--- src/rtl/pipeline_pkg.sv ---
// Shared pipeline constants and the IF/ID register layout.
// Imported by the fetch stage and its helpers.
package pipeline_pkg;

    localparam logic [31:0] RESET_PC  = 32'h0000_0000;
    localparam logic [31:0] NOP_INSTR = 32'h0000_0013;

    localparam int REG_W   = 5;
    localparam int RS1_LSB = 15;
    localparam int RS2_LSB = 20;

    typedef struct packed {
        logic [31:0] instr;
        logic [31:0] pc;
        logic [31:0] pc_plus4;
        logic        valid;
    } if_id_t;

endpackage

--- src/rtl/sat_counter.sv ---
// Saturating event counter: counts edges with inc=1, sticks at all-ones.
module sat_counter #(
    parameter int CNT_W = 16
) (
    input  logic             clk,
    input  logic             rst_n,
    input  logic             inc,
    output logic [CNT_W-1:0] cnt
);

    logic [CNT_W-1:0] cnt_q;
    logic [CNT_W-1:0] cnt_d;

    always_comb begin
        cnt_d = cnt_q;
        if (inc && (cnt_q != '1)) begin
            cnt_d = cnt_q + CNT_W'(1);
        end
    end

    always_ff @(posedge clk or negedge rst_n) begin
        if (!rst_n) begin
            cnt_q <= '0;
        end else begin
            cnt_q <= cnt_d;
        end
    end

    assign cnt = cnt_q;

endmodule

--- src/rtl/if_id_stage.sv ---
// Instruction fetch plus IF/ID register: owns the PC, applies flush > stall > advance,
// and keeps saturating stall/flush counters.
module if_id_stage #(
    parameter logic [31:0] RESET_PC  = pipeline_pkg::RESET_PC,
    parameter logic [31:0] NOP_INSTR = pipeline_pkg::NOP_INSTR,
    parameter int          CNT_W     = 16
) (
    input  logic             clk,
    input  logic             rst_n,
    input  logic             stall,
    input  logic             flush,
    input  logic [31:0]      branch_target,
    output logic [31:0]      imem_addr,
    input  logic [31:0]      imem_rdata,
    output logic [31:0]      IF_ID_pc,
    output logic [31:0]      IF_ID_pc_plus4,
    output logic [31:0]      IF_ID_instr,
    output logic             IF_ID_valid,
    output logic [4:0]       IF_ID_rs1,
    output logic [4:0]       IF_ID_rs2,
    output logic [CNT_W-1:0] stall_cnt,
    output logic [CNT_W-1:0] flush_cnt
);

    import pipeline_pkg::*;

    logic [31:0] pc_q;
    logic [31:0] pc_d;
    if_id_t      ifid_q;
    if_id_t      ifid_d;
    if_id_t      bubble;

    assign bubble = '{instr: NOP_INSTR, pc: 32'h0, pc_plus4: 32'h0, valid: 1'b0};

    always_comb begin
        pc_d   = pc_q;
        ifid_d = ifid_q;
        if (flush) begin
            // The stalled instruction is on the wrong path, so flush overrides stall.
            pc_d   = {branch_target[31:2], 2'b00};
            ifid_d = bubble;
        end else if (!stall) begin
            pc_d   = pc_q + 32'd4;
            ifid_d = '{instr: imem_rdata, pc: pc_q, pc_plus4: pc_q + 32'd4, valid: 1'b1};
        end
    end

    always_ff @(posedge clk or negedge rst_n) begin
        if (!rst_n) begin
            pc_q   <= RESET_PC;
            ifid_q <= bubble;
        end else begin
            pc_q   <= pc_d;
            ifid_q <= ifid_d;
        end
    end

    assign imem_addr      = pc_q;
    assign IF_ID_pc       = ifid_q.pc;
    assign IF_ID_pc_plus4 = ifid_q.pc_plus4;
    assign IF_ID_instr    = ifid_q.instr;
    assign IF_ID_valid    = ifid_q.valid;
    assign IF_ID_rs1      = ifid_q.valid ? ifid_q.instr[RS1_LSB +: REG_W] : 5'd0;
    assign IF_ID_rs2      = ifid_q.valid ? ifid_q.instr[RS2_LSB +: REG_W] : 5'd0;

    sat_counter #(.CNT_W(CNT_W)) u_stall_cnt (
        .clk   (clk),
        .rst_n (rst_n),
        .inc   (stall & ~flush),
        .cnt   (stall_cnt)
    );

    sat_counter #(.CNT_W(CNT_W)) u_flush_cnt (
        .clk   (clk),
        .rst_n (rst_n),
        .inc   (flush),
        .cnt   (flush_cnt)
    );

endmodule

--- config.mk ---
export PLATFORM = sky130hd
export DESIGN_NAME = if_id_stage
export DESIGN_NICKNAME = d
export VERILOG_FILES = /design/src/rtl/pipeline_pkg.sv /design/src/rtl/sat_counter.sv /design/src/rtl/if_id_stage.sv
export SDC_FILE = /design/constraint.sdc
export NUM_CORES = 1
export LEC_CHECK = 0
export ABC_AREA = 1
export CAP_MARGIN = 20
export CORE_MARGIN = 2
export CORE_UTILIZATION = 50
export CTS_CLUSTER_SIZE = 25
export DETAILED_ROUTE_END_ITERATION = 8
export PLACE_DENSITY = 0.91
export SLEW_MARGIN = 5
export SYNTH_ARGS = -nofsm -noshare
export SYNTH_HDL_FRONTEND = slang
export SYNTH_SLANG_ARGS = --single-unit
--- constraint.sdc ---
create_clock -name clk -period 2.8 [get_ports clk]
set_input_delay 0.28 -clock clk [delete_from_list [all_inputs] [get_ports clk]]
set_output_delay 0.28 -clock clk [all_outputs]
set_load 0.05 [all_outputs]
# Yosys cells after proc, flatten, opt, wreduce, memory -nomap -nowiden
# Cells that the tools add are included.
# word_totals
reg_bits,161
input_bits,68
output_inout_bits,171
word_cells,23
# classes
add_sub_neg,3
eq_ne,3
muxes,6
bitwise_logic,2
reduce_logical,2
# ops
op,count
97-bit 2-to-1 mux,2
32-bit 2-to-1 mux,2
16-bit by 1-bit adder with 16-bit output (second input constant),2
32-bit by 3-bit adder with 32-bit output (second input constant),1
16-bit inequality test (second input constant),2
5-bit 2-to-1 mux,2
1-bit logical AND,2
2-bit by 1-bit inequality test with 1-bit output (second input constant),1
1-bit bitwise AND,1
1-bit NOT,1

# Logic depth before layout (Yosys ltp)
# depth
depth_word,3
depth_mapped,11

# Hierarchy
# A second synthesis with hierarchy kept.
# hier_totals
hier_cells,946
area_unflattened_um2,7713.6
# modules_own_cells
mod,n_inst,cells_each,area_each_um2
if_id_stage,1,648,5596.6
sat_counter,2,149,1058.5

# Worst setup path before layout
# No wires, ideal clock.
# synth_path
kind,register to register
startpoint,register u_stall_cnt.cnt_q[0] (netlist: u_stall_cnt.cnt[0])
endpoint,register u_stall_cnt.cnt_q[11] (netlist: u_stall_cnt.cnt[11])
arrival_ns,1.759
path_slack_ns,0.922
stages_incl_launch_ff,12
period_less_slack_ns,1.878
cell_sequence,dfrtp_1 ha_1 nand3_2 inv_2 nand2_2 inv_2 nand3_4 nand2_8 inv_2 buf_6 nand2_1 nand2_1
# synth_between
elab_chain_len,2
# synth_rtl
item,line_no,rtl
start: declaration,sat_counter.sv:11,logic [CNT_W-1:0] cnt_q;
start signal: assignment,sat_counter.sv:25,cnt_q <= cnt_d;
branches (longest 2 deep; another with 16-bit by 1-bit adder with 16-bit output),--,
# Parallel ways; which one is timed is not known.
# A chain may end at the register's enable or synchronous reset.

# Final worst setup path
# layout_path
startpoint,register ifid_q (netlist bit IF_ID_valid)
endpoint,output IF_ID_rs2[1]
# layout_between
elab_chain_len,1
# layout_rtl
item,line_no,rtl
start: declaration,if_id_stage.sv:29,if_id_t ifid_q;
start signal: assignment,if_id_stage.sv:51,ifid_q <= bubble;
start signal: assignment,if_id_stage.sv:54,ifid_q <= ifid_d;
5-bit 2-to-1 mux,if_id_stage.sv:64,assign IF_ID_rs2 = ifid_q.valid ? ifid_q.instr[RS2_LSB +: REG_W] : 5'd0;
end: declaration,if_id_stage.sv:20,"output logic [4:0] IF_ID_rs2,"
# Every way passes these cells.

==> impl_metrics.json <==
{
  "relSlewSlack": 0.280,
  "wl_per_cell_um": 17.0,
  "worstSetupPathType": "flop to output port",
  "finalMaxSlewViolations": 0,
  "arrival_ns": 1.99,
  "die_h_um": 127,
  "cts.htree.levels": 4,
  "cts_num_sinks": 156,
  "area_growth_pct": 40.6,
  "critPathMaxStageDelay_ns": 0.80,
  "rsz0062_at_grt": "false",
  "dr.pass1.iters": 6,
  "drt_first_iter_violations": 536,
  "cts_resized": 0,
  "drt-total-wl_um": 23100,
  "finalHoldViolations": 0,
  "post-route-period-util": 0.812,
  "drive_gt1_frac": 0.0614,
  "routed-via-count": 7316,
  "setup_ws_ns": 0.525,
  "path_cells": "nand2_1 > inv_1 > clkdlybuf4s50_1",
  "placedCellCount": 1327,
  "numCtsBuffers": 17,
  "grt_pass1_wl_um": 36300,
  "grt_pass1_vias": 7144,
  "synth_edf_count": 0,
  "leakage_nw": 4.96,
  "hold_buffers": 1,
  "fin_tns_setup_ns": 0,
  "final_common_cell": "nand2_1",
  "place_congestion": 0.913,
  "antenna_found_initial": 0,
  "fin_crit_ns": 2.27,
  "dp_hpwl_um": 15900,
  "portBuffers": 234,
  "synthArstFlopShare": 1.00,
  "ys_ff_latch": 156,
  "vias_per_cell": 5.38,
  "insertion_delay_ns": 0.43,
  "synth_ff_type": "dfrtp_1",
  "drc": 0,
  "worstMarginPinSlew_ns": 1.08,
  "crit_path_end_kind": "output port",
  "status": "completed",
  "crit_fanout": 12,
  "nets": 1230,
  "num_rows": 45,
  "num_antenna_cells": 0,
  "die-area_um2": 16200,
  "drtAntennaViolNets": 0,
  "fin_cells": 1360,
  "cp-start-kind": "flop",
  "clk_transition_reported_paths_ns": 0.06,
  "holdPathStages": 2,
  "syn_avg_cell_area_um2": 8.13,
  "hold_class": "input pin to flop",
  "powerDensity_nw_per_um2": 658,
  "fmax_mhz": 440,
  "seq_area_frac_synth": 0.516,
  "r2r_cells": 7,
  "preCtsSetupSlack_ns": 0.552,
  "core_um2": 15000,
  "postCtsSetupBuffers": 0,
  "peakVddDrop_v": 0.000509,
  "post_synth_inst_count": 932,
  "yosys_warnings": 0,
  "grt_usage": 0.288,
  "grt_overflow": 0,
  "initial_utilization": 0.504,
  "ys_types": 36,
  "slowest_stage": "clkdlybuf4s50_1",
  "maxCapViolations": 0,
  "report.power.total_mw": 7.01,
  "cp.required_ns": 2.52,
  "grt_max_degree": 75,
  "cts_buffer_depth": 2,
  "fin_skew_ns": 0.00785,
  "die_w_um": 127,
  "most-common-layout-cells": "348 x nand2_1, 232 x clkdlybuf4s50_1, 153 x dfrtp_1",
  "root_buffer": "clkbuf_16",
  "synth.cell_area_um2": 7580,
  "cts_tree": "built",
  "pin_count": 239,
  "finalSetupViolCount": 0,
  "hold_ws_ns": 0.206,
  "r2r_slack_ns": 0.87
}
==> area by class of cell <==
type | instances | area (um^2)
clock buffer | 25 | 485
clock inverter | 7 | 113
fill | 1126 | 4380
inverter | 98 | 368
multi-input combinational | 642 | 3110
sequential | 156 | 3910
tap | 188 | 235
timing repair buffer | 244 | 2440
==> worst paths after layout <==
check                                          startpoint                        endpoint
max in group asynchronous                           rst_n      IF_ID_instr[0]$_DFFE_PN1N_
setup / recovery                  IF_ID_valid$_DFFE_PN0N_                    IF_ID_rs2[1]
setup reg to reg           u_flush_cnt.cnt[0]$_DFFE_PN0P_  u_flush_cnt.cnt[7]$_DFFE_PN0P_
hold / removal                                      flush         IF_ID_valid$_DFFE_PN0N_
hold reg to reg             IF_ID_pc_plus4[2]$_DFFE_PN0N_   IF_ID_pc_plus4[2]$_DFFE_PN0N_
min in group asynchronous                           rst_n  u_flush_cnt.cnt[3]$_DFFE_PN0P_
==> metrics by stage <==
stage | cell area (um^2) | util
after detailed placement | 10000 | 0.668
after global routing | 10700 | 0.709
after CTS | 10700 | 0.709
after floorplan | 7580 | -
final | 10700 | 0.709
after global placement | 10000 | 0.668
==> sequential cells by signal (all words and copies together), names as in the netlist <==
signal and cells:
imem_addr 30, IF_ID_instr 32, IF_ID_pc 31, IF_ID_valid 1, IF_ID_pc_plus4 30, u_stall_cnt.cnt 16
u_flush_cnt.cnt 16
==> synthesized netlist by cell type, types with 2 or more instances <==
cell | n | area, um^2
a21oi_1 | 5 | 25.0
a22o_1 | 30 | 263
buf_1 | 4 | 15.0
buf_2 | 13 | 65.1
buf_4 | 6 | 45.0
buf_6 | 4 | 45.0
clkbuf_1 | 10 | 37.5
dfrtp_1 | 153 | 3830
dfstp_2 | 3 | 78.8
ha_1 | 3 | 37.5
inv_1 | 94 | 353
inv_2 | 4 | 15.0
nand2_1 | 348 | 1310
nand2_2 | 5 | 31.3
nand3_1 | 50 | 250
nand3_2 | 2 | 20.0
nand4_1 | 7 | 43.8
nor2_1 | 64 | 240
nor2_2 | 7 | 43.8
nor2_4 | 3 | 33.8
nor3_1 | 3 | 15.0
o211ai_1 | 11 | 82.6
o21ai_0 | 63 | 315
o21ai_2 | 2 | 17.5
o22a_1 | 3 | 26.3
xnor2_1 | 13 | 114
xor2_1 | 13 | 114
==> report_power, final <==
part           switching [mW]  internal, mW  total [mW]
logic                    1.28         0.638        1.92
registers               0.262          2.47        2.73
clock network           0.899          1.47        2.37
total                    2.44          4.57        7.01
==> logic make-up after synthesis <==
logic type | after synthesis | share of synthesized area
fa+ha+maj | 3 | 0.00495
xor+xnor | 26 | 0.0300
simple gates | 496 | 0.275
other cells | 1 | 0.000495
flops | 156 | 0.516
compound gates | 115 | 0.0977
buf+inv | 135 | 0.0759
==> routing by layer <==
| metal | part of all wire | track usage | up-vias | routed length, um |
|---|---|---|---|---|
| met3 | 0.086 | 0.0833 | 71 | 1990 |
| met4 | 0.033 | 0.127 | 0 | 766 |
| met1 | 0.39 | 0.353 | 3479 | 9090 |
| li1 | - | - | 3393 | - |
| met2 | 0.49 | 0.478 | 373 | 11200 |
| met5 | 0 | 0 | - | 0 |
==> worst max-delay path: cells and delay by family (launching register included) <==
kind                   cells  cell delay, ns
buffers and inverters      2            0.87
DFF                        1            0.59
and+or+nand+nor            1            0.10
(Power assumes the default switching activity.)
